`src/rtl/text_line_generator.sv`:
```
// Single-line text overlay: character buffer, font ROM addressing and a
// two-stage pixel pipeline with an optional blinking cursor cell.
module text_line_generator #(
  parameter  int unsigned N_CHARS      = 8,
  parameter  int unsigned X0           = 0,
  parameter  int unsigned Y0           = 0,
  parameter  int unsigned BLINK_FRAMES = 30,
  localparam int unsigned IW           = $clog2(N_CHARS)
) (
  input  logic          clk,
  input  logic          rst_n,
  input  logic          video_on,
  input  logic [9:0]    pixel_x,
  input  logic [9:0]    pixel_y,
  input  logic          wr_en,
  input  logic [IW-1:0] wr_idx,
  input  logic [6:0]    wr_char,
  input  logic [2:0]    fg_color,
  input  logic [2:0]    bg_color,
  input  logic          cursor_en,
  input  logic [IW-1:0] cursor_idx,
  output logic [10:0]   rom_addr,
  input  logic [7:0]    rom_data,
  output logic [2:0]    rgb_text,
  output logic          text_on
);

  localparam int unsigned BW     = $clog2(BLINK_FRAMES + 1);
  localparam logic [11:0] X_LO   = 12'(X0);
  localparam logic [11:0] Y_LO   = 12'(Y0);
  localparam logic [10:0] X_SPAN = 11'(8 * N_CHARS);
  localparam logic [10:0] Y_SPAN = 11'd16;

  logic [6:0]    r_buf [N_CHARS];
  logic          r_prev_zero;
  logic [BW-1:0] r_blink_cnt;
  logic          r_blink_phase;
  logic [2:0]    r_s1_col;
  logic          r_s1_in;
  logic          r_s1_vid;
  logic          r_s1_hit;
  logic [2:0]    r_s1_fg;
  logic [2:0]    r_s1_bg;

  logic [11:0]   w_dx;
  logic [11:0]   w_dy;
  logic          w_in_region;
  logic [IW-1:0] w_slot;
  logic [3:0]    w_row;
  logic [2:0]    w_col;
  logic [6:0]    w_char;
  logic          w_wr_ok;
  logic          w_frame_start;
  logic          w_hit;
  logic          w_font_bit;
  logic [2:0]    w_rgb;

  // Bit 11 of the difference is the borrow, so the lower bound never wraps.
  assign w_dx        = {2'b00, pixel_x} - X_LO;
  assign w_dy        = {2'b00, pixel_y} - Y_LO;
  assign w_in_region = !w_dx[11] && (w_dx[10:0] < X_SPAN) &&
                       !w_dy[11] && (w_dy[10:0] < Y_SPAN);
  assign w_slot      = w_dx[IW+2:3];
  assign w_row       = w_dy[3:0];
  assign w_col       = w_dx[2:0];
  assign w_char      = w_in_region ? r_buf[w_slot] : 7'h00;
  assign rom_addr    = w_in_region ? {w_char, w_row} : 11'h000;

  assign w_wr_ok       = ({1'b0, wr_idx} < (IW+1)'(N_CHARS));
  assign w_frame_start = (pixel_x == 10'd0) && (pixel_y == 10'd0) && !r_prev_zero;
  assign w_hit         = cursor_en && (w_slot == cursor_idx) && r_blink_phase;

  // Buffer reads are from flops, so a same-cycle write is seen only next cycle.
  always_ff @(posedge clk or negedge rst_n) begin
    if (!rst_n) begin
      for (int unsigned i = 0; i < N_CHARS; i++) r_buf[i] <= 7'h00;
    end else if (wr_en && w_wr_ok) begin
      r_buf[wr_idx] <= wr_char;
    end
  end

  // Frame-start detection and cursor blink timing.
  always_ff @(posedge clk or negedge rst_n) begin
    if (!rst_n) begin
      r_prev_zero   <= 1'b0;
      r_blink_cnt   <= '0;
      r_blink_phase <= 1'b0;
    end else begin
      r_prev_zero <= (pixel_x == 10'd0) && (pixel_y == 10'd0);
      if (w_frame_start) begin
        if (r_blink_cnt == BW'(BLINK_FRAMES - 1)) begin
          r_blink_cnt   <= '0;
          r_blink_phase <= !r_blink_phase;
        end else begin
          r_blink_cnt <= r_blink_cnt + BW'(1);
        end
      end
    end
  end

  // Stage 1: align pixel attributes with the ROM read latency.
  always_ff @(posedge clk or negedge rst_n) begin
    if (!rst_n) begin
      r_s1_col <= 3'd0;
      r_s1_in  <= 1'b0;
      r_s1_vid <= 1'b0;
      r_s1_hit <= 1'b0;
      r_s1_fg  <= 3'd0;
      r_s1_bg  <= 3'd0;
    end else begin
      r_s1_col <= w_col;
      r_s1_in  <= w_in_region;
      r_s1_vid <= video_on;
      r_s1_hit <= w_hit;
      r_s1_fg  <= fg_color;
      r_s1_bg  <= bg_color;
    end
  end

  assign w_font_bit = rom_data[3'd7 - r_s1_col];

  always_comb begin
    w_rgb = 3'b000;
    if (r_s1_vid && r_s1_in) begin
      w_rgb = (w_font_bit ^ r_s1_hit) ? r_s1_fg : r_s1_bg;
    end
  end

  // Stage 2: registered pixel outputs.
  always_ff @(posedge clk or negedge rst_n) begin
    if (!rst_n) begin
      rgb_text <= 3'b000;
      text_on  <= 1'b0;
    end else begin
      rgb_text <= w_rgb;
      text_on  <= r_s1_in && r_s1_vid;
    end
  end

endmodule
```
`config.mk`:
```
export PLATFORM = sky130hd
export DESIGN_NAME = text_line_generator
export DESIGN_NICKNAME = d
export VERILOG_FILES = /design/src/rtl/text_line_generator.sv
export SDC_FILE = /design/constraint.sdc
export NUM_CORES = 1
export LEC_CHECK = 0
export CELL_PAD_IN_SITES_DETAIL_PLACEMENT = 0
export CELL_PAD_IN_SITES_GLOBAL_PLACEMENT = 1
export CORE_ASPECT_RATIO = 0.9
export CORE_MARGIN = 4
export CORE_UTILIZATION = 40
export DETAILED_ROUTE_END_ITERATION = 8
export HOLD_SLACK_MARGIN = 0.03
export PLACE_DENSITY = 0.78
export REMOVE_ABC_BUFFERS = 1
export SLEW_MARGIN = 20
export SYNTH_ARGS = -nofsm -noshare
export SYNTH_HDL_FRONTEND = slang
export SYNTH_SLANG_ARGS = --single-unit
```
`constraint.sdc`:
```
create_clock -name clk -period 3.9 [get_ports clk]
set_input_delay 0.585 -clock clk [delete_from_list [all_inputs] [get_ports clk]]
set_output_delay 0.585 -clock clk [all_outputs]
set_load 0.01 [all_outputs]
```
==> results of run 1 <==
-- placed cells by master, fill, tap and decap left out, drive strengths merged, types with 2 or more instances in the layout --
cell type,Yosys,routed
a211o,3,3
and2,4,4
buf,4,4
clkbuf,7,11
clkdlybuf4s50,0,65
dfrtp,79,79
ha,2,2
inv,5,7
mux2,56,56
mux2i,8,8
mux4,16,16
nand2,6,6
nand2b,4,4
nand3,7,7
nand4,4,4
nand4b,7,7
nor2,12,12
nor3,4,4
nor3b,2,2
nor4,5,5
o31ai,5,5
o41ai,2,2
xor2,3,3
-- cell families after synthesis --
family,count (synthesis)
compound gates,13
xor+xnor,4
fa+ha+maj,2
buf+inv,16
flops,79
mux,80
simple gates,57
-- cells in the mapped netlist --
cell      count  share of area (%)
and4_1        1               0.24
mux2i_4       1               0.61
and2_1        4               0.67
nor4_1        3               0.50
o41ai_1       1               0.24
dfrtp_1      79                 53
mux4_2       11                6.7
mux2_2       56                 17
o31ai_1       5                1.0
o21ai_0       1               0.13
a31oi_1       1               0.17
or2_4         1               0.24
nor2_1       12                1.2
nor3_2        2               0.54
buf_2         1               0.13
nand4_1       4               0.67
nor4_4        2                1.1
a21o_1        1               0.20
nand3_1       7               0.94
mux2i_1       7                1.9
buf_6         3               0.91
nand4b_4      1               0.64
xnor2_1       1               0.24
nand2b_2      1               0.24
nand2_1       6               0.61
clkbuf_1      7               0.71
a211o_1       3               0.71
o41ai_2       1               0.44
nor3_1        2               0.27
nor3b_2       2               0.67
xor2_1        3               0.71
mux4_1        5                3.5
nand2b_1      3               0.50
nand4b_1      6                1.4
inv_1         5               0.50
ha_1          2               0.67
-- cell type report --
cell class	instances	share of cell area (%)
Tap cell	122	3.25
Sequential cell	79	42.1
Clock buffer	11	3.01
Clock inverter	5	1.36
Inverter	5	0.399
Multi-Input combinational cell	156	35.3
Timing Repair Buffer	69	14.6
-- stage by stage --
| step | cell area (um2) | instances | setup slack (ns) | util, % |
|---|---|---|---|---|
| 2_1_floorplan | 3660 | 240 | 1.77 | - |
| 3_3_place_gp | 4490 | 431 | 0.635 | 49.4 |
| 3_5_place_dp | 4490 | 431 | 0.636 | 49.4 |
| 4_1_cts | 4690 | 447 | 0.633 | 51.7 |
| 5_1_grt | 4700 | 447 | 0.511 | 51.7 |
| 6_report | 4700 | 447 | 0.652 | 51.7 |
-- worst max-delay path, stage by stage --
cell	delay [ns]
clkdlybuf4s50_1	0.46
buf_4	0.30
mux4_1	0.60
mux2i_1	0.15
nor2_1	0.07
clkdlybuf4s50_1	0.49
-- state kept, by name, indices dropped and copies added (netlist names) --
register and count:
r_s1_fg 3, r_buf 56, r_prev_zero 1, r_blink_phase 1, r_s1_vid 1, r_s1_in 1, r_s1_hit 1, r_blink_cnt 5
text_on 1, rgb_text 3, r_s1_col 3, r_s1_bg 3
-- where the power goes --
part,switching [mW],leakage (nW),internal (mW)
logic,0.107,0.892,0.218
registers,0.0637,0.970,0.951
clock network,0.306,0.101,0.319
total,0.477,1.96,1.49
-- worst max-delay path by stage --
stage / from / depth (start not counted) / to / slack (ns)
after floorplan: pixel_y[9] / 4 / rom_addr[0] / 1.77
after global placement: pixel_x[4] / 5 / rom_addr[8] / 0.64
after detailed placement: pixel_x[3] / 6 / rom_addr[4] / 0.64
after CTS: pixel_x[3] / 6 / rom_addr[7] / 0.63
after global routing: pixel_x[3] / 6 / rom_addr[7] / 0.51
final: pixel_x[3] / 6 / rom_addr[7] / 0.65
-- layer usage --
| layer | up-vias | part of all wire (%) | GRT usage (%) |
|---|---|---|---|
| met3 | 12 | 6.8 | 4.02 |
| met5 | - | 0 | 0 |
| met4 | 0 | 1.2 | 4.31 |
| met1 | 1199 | 45 | 20.8 |
| met2 | 72 | 47 | 23.4 |
| li1 | 1093 | - | - |
==> results.py, run 1 <==
metrics = {
    "cts": {
        "htreeDepth": 3,
        "clock-sinks": 79,
        "clk_pin_slew_worst_paths_ns": 0.08,
        "hold_buffers": 0,
        "clk_root_buffer_cell": "clkbuf_8",
        "insertion_delay_ns": 0.34,
        "clock_tree_from_tritoncts": "done",
        "post_cts_resize_count": 0,
        "cts_setup_buffers": 0,
        "max-clock-path-buffers": 2,
        "tritoncts.num_buffers": 9,
    },
    "timing": {
        "period_share_pct": 83.3,
        "worst-slew-pin-transition_ns": 0.917,
        "final_critical_path_time_including_i_o_delays_and_setup_ns": 3.25,
        "grt_setup_unrepaired": "false",
        "timing.max_slew.rel_slack_pct": 38.6,
        "slew_viol_final": 0,
        "hold_viol": 0,
        "timing.clock.skew_ns": 0.00730,
        "max_freq_ghz": 0.308,
        "setup_viol": 0,
        "whs_ns": 0.250,
        "finalSetupTns_ns": 0,
    },
    "critical_path": {
        "reg2reg_depth": 4,
        "timing.critical_path.arrival_ns": 2.66,
        "worstReg2RegStart": "r_s1_col[1]$_DFF_PN0_",
        "regToRegEndpoint": "rgb_text[1]$_DFF_PN0_",
        "critical_path.endpoint_type": "output pin",
        "timing.critical_path.required_ns": 3.31,
        "worst_setup_path_start_kind": "input port",
        "kind_of_critical_path": "in -> out",
        "r2r_setup_slack_ns": 2.33,
        "critPathMaxFanout": 16,
    },
    "finish": {
        "multiInputGateArea_um2": 1660,
        "antennaDiodeCount": 0,
        "num-fill-cells": 803,
        "area.sequential_um2": 1980,
        "final_layout_size_suffix_gt1_share_pct": 29.8,
        "layout-area-overhead-vs-synth_pct": 26.3,
        "num-nets-final": 374,
    },
    "status": {
        "run_status": "finished clean",
    },
    "hold_path": {
        "hp-class": "in -> async",
    },
    "routing": {
        "wirelength_um": 7720,
        "drt.antenna.violating_nets": 0,
        "vias": 2376,
        "first_iter_violations": 79,
        "drt-pass1-iter-count": 4,
        "route.detailed.drc": 0,
        "post_drt_via_cell_ratio": 5.32,
        "wire_per_inst_um": 17.3,
    },
    "placement": {
        "port-buffer-count": 66,
        "gp_congestion": 0.723,
        "hpwlAfterDp_um": 5260,
    },
    "pwr": {
        "fin_total_pwr_mw": 1.97,
        "peak_vdd_ir_mv": 0.190,
        "powerDensity_nw_per_um2": 418,
        "p_leak_nw": 1.96,
    },
    "global_route": {
        "wire_length_of_the_first_global_routing_pass_um": 12600,
        "first_global_vias": 2464,
        "global_route.usage.total_pct": 15.1,
        "grt.overflow.total": 0,
        "maximum_number_of_pins_on_one_net_before_global_route_repair": 80,
        "antenna_violations_before_repair": 0,
    },
    "yosys": {
        "ys_seq_elements": 79,
        "avg_cell_area_syn_um2": 14.8,
        "synthesized_area_fraction_occupied_by_ao_oa_aoi_and_oai_cells_pct": 2.89,
        "synth.mux.area_fraction_pct": 29.6,
        "synth_simple_gate_area_share_pct": 10.5,
        "synth_top_family_by_area": "multiplexers",
        "cell_variety_after_synth": 36,
        "synth-warning-count": 0,
        "synth_cells": 251,
        "synth-xor-area-share_pct": 0.941,
        "synth-adder-area-share_pct": 0.672,
        "netlist_area_pre_place_um2": 3720,
        "proportion_of_synthesized_chip_area_in_sequential_cells_pct": 53.1,
    },
    "floorplan": {
        "die_y_um": 99.5,
        "std_cell_rows": 33,
        "chipWidth_um": 110,
        "initial_utilization_pct": 41.0,
        "top_level_ports": 67,
        "die-area_um2": 10900,
        "placeableCoreArea_um2": 9080,
    },
    "flow_run": {
        "drv_cap": 0,
    },
}
(Power assumes the default switching activity.)
==> run 2: changes to the inputs <==
CORE_UTILIZATION = 39   (was 40)
PLACE_DENSITY = 0.79   (was 0.78)
clock period = 2.8 ns   (was 3.9 ns; I/O delays follow)
==> run 2 against run 1 <==
  * Clock skew rose by 0.0048 ns
  * Sequential share of layout area fell by 1.1 points
  * Clock-buffer cell count fell by 2
  * Sequential power rose by 40%
  * Routed wire length rose by 6.9%
  * Cell area rose by 2.6%
  * Worst hold slack got worse by 0.15 ns
  * Total power rose by 39%
  * Non-clock buffer count rose by 11
  * Via count rose by 1.2%
  * Global-route usage rose by 0.93 points
  * Register-to-register slack got worse by 1.1 ns
  * Largest cell class unchanged
==> results.py, run 2 (synthesis results as in run 1) <==
metrics = {
    "timing": {
        "setup_viol": 0,
        "whs_ns": 0.0969,
        "finalSetupTns_ns": 0,
        "timing.max_slew.rel_slack_pct": 52.6,
        "slew_viol_final": 0,
        "max_freq_ghz": 0.377,
        "worst-slew-pin-transition_ns": 0.711,
        "period_share_pct": 94.7,
        "timing.clock.skew_ns": 0.0121,
        "hold_viol": 0,
        "grt_setup_unrepaired": "false",
        "final.setup.worst_slack_ns": 0.148,
        "final_critical_path_time_including_i_o_delays_and_setup_ns": 2.65,
    },
    "routing": {
        "highest_layer": "met4",
        "first_iter_violations": 118,
        "route.detailed.drc": 0,
        "wirelength_um": 8250,
        "drt-pass1-iter-count": 4,
        "post_drt_via_cell_ratio": 5.25,
        "wl_met2_um": 3800,
        "wl_met3_um": 464,
        "drt.antenna.violating_nets": 0,
        "met1Wirelength_um": 3880,
        "wire_per_inst_um": 18.0,
        "vias": 2405,
    },
    "floorplan": {
        "top_level_ports": 67,
        "chipWidth_um": 111,
        "die-area_um2": 11200,
        "die_y_um": 101,
        "initial_utilization_pct": 40.4,
        "placeableCoreArea_um2": 9210,
        "std_cell_rows": 33,
    },
    "finish": {
        "most_common_library_cell_in_the_layout_ignoring_fill_and_taps": "dfrtp_1",
        "post_layout_nonfiller_instances": 458,
        "final_layout_size_suffix_gt1_share_pct": 32.4,
        "area.sequential_um2": 1980,
        "antennaDiodeCount": 0,
        "finalInstanceArea_um2": 4820,
        "largest_register_ff_count": 56,
        "layout-area-overhead-vs-synth_pct": 29.5,
        "num-fill-cells": 804,
        "final_core_utilization_pct": 52.3,
        "reg_top3": "r_buf x56, r_blink_cnt x5",
        "multiInputGateArea_um2": 1660,
        "largest_register": "r_buf",
        "num-nets-final": 385,
        "layout_common_cells": "dfrtp_1 (79), clkdlybuf4s50_1 (64), mux2_2 (56)",
    },
    "placement": {
        "hpwlAfterDp_um": 5620,
        "gp_congestion": 0.809,
        "port-buffer-count": 66,
        "cell_area_placed_um2": 4590,
        "placed_cells": 441,
        "place_worst_setup_slack_ns": -0.0127,
    },
    "pwr": {
        "p_leak_nw": 2.05,
        "power_report.internal_total_mw": 2.06,
        "p_sw_mw": 0.674,
        "fin_total_pwr_mw": 2.73,
        "pwr-share-comb_pct": 17.4,
        "powerDensity_nw_per_um2": 567,
        "swShare_pct": 24.7,
        "p_clk_share_pct": 30.8,
        "peak_vdd_ir_mv": 0.336,
        "p_seq_share_pct": 51.7,
    },
    "critical_path": {
        "reg2reg_depth": 4,
        "critPathMaxFanout": 4,
        "crit_slowest_cell": "clkdlybuf4s50_1",
        "critical-path-max-stage-delay_ns": 0.55,
        "timing.critical_path.arrival_ns": 2.23,
        "worst_setup_path_start_kind": "input port",
        "worst_path_most_repeated_cell": "clkdlybuf4s50_1",
        "critical_path.endpoint_type": "output pin",
        "r2r_setup_slack_ns": 1.19,
        "worstReg2RegStart": "r_s1_col[1]$_DFF_PN0_",
        "critical_path.top_delay_family": "buffers and inverters",
        "kind_of_critical_path": "in -> out",
        "regToRegEndpoint": "rgb_text[2]$_DFF_PN0_",
        "worst-path-buf-inv": 3,
        "path_cells": "clkdlybuf4s50_1 > nor4_1 > nand3_1 > buf_4 > nor2_1 > clkdlybuf4s50_1",
        "timing.critical_path.required_ns": 2.38,
    },
    "global_route": {
        "grt.overflow.total": 0,
        "wire_length_of_the_first_global_routing_pass_um": 13900,
        "first_global_vias": 2641,
        "global_route.usage.total_pct": 16.0,
        "maximum_number_of_pins_on_one_net_before_global_route_repair": 80,
        "antenna_violations_before_repair": 0,
    },
    "cts": {
        "hold_buffers": 0,
        "htreeDepth": 3,
        "clock_tree_from_tritoncts": "done",
        "clk_pin_slew_worst_paths_ns": 0.08,
        "clock-sinks": 79,
        "tritoncts.num_buffers": 9,
        "insertion_delay_ns": 0.36,
        "max-clock-path-buffers": 2,
        "clk_root_buffer_cell": "clkbuf_8",
    },
    "status": {
        "run_status": "finished clean",
    },
    "hold_path": {
        "hp-class": "in -> async",
    },
    "flow_run": {
        "drv_cap": 0,
    },
}
[run 2: how the worst max path moves through the flow]
stage	to	slack, ns	depth (start not counted)	startpoint
2_1_floorplan	rom_addr[0]	1.0	4	pixel_y[9]
3_3_place_gp	rom_addr[7]	0.02	6	pixel_x[3]
4_1_cts	rom_addr[10]	0.08	6	pixel_y[9]
3_5_place_dp	rom_addr[5]	-0.01	6	pixel_x[3]
5_1_grt	rom_addr[6]	0.01	6	pixel_y[9]
6_report	rom_addr[10]	0.15	6	pixel_y[9]
[run 2: power groups by stage]
stage	logic, mW	registers, mW	clock network (mW)
5_1_grt	0.525	1.43	0.913
6_report	0.476	1.41	0.842
4_1_cts	0.483	1.41	0.874
2_1_floorplan	0.298	1.40	0
3_5_place_dp	0.475	1.43	0
3_3_place_gp	0.459	1.42	0
[run 2: layout make-up]
cell class	count	share of cell area [%]
well taps	122	3.17
repair buffers	80	16.9
flip-flops and latches	79	41.0
clock inverters	7	1.48
clock buffers	9	2.57
inverters	5	0.389
multi-input cells	156	34.4
[run 2: timing repair]
action | CTS | global route
setup endpoints to repair | 1 | 0
setup buffers | 0 | 0
gates resized for setup | 1 | 0
[run 2: layer usage]
layer	global-route usage (%)	up-vias
li1	-	1103
met4	4.26	0
met3	5.58	11
met2	24.8	69
met1	21.6	1222
met5	0	-
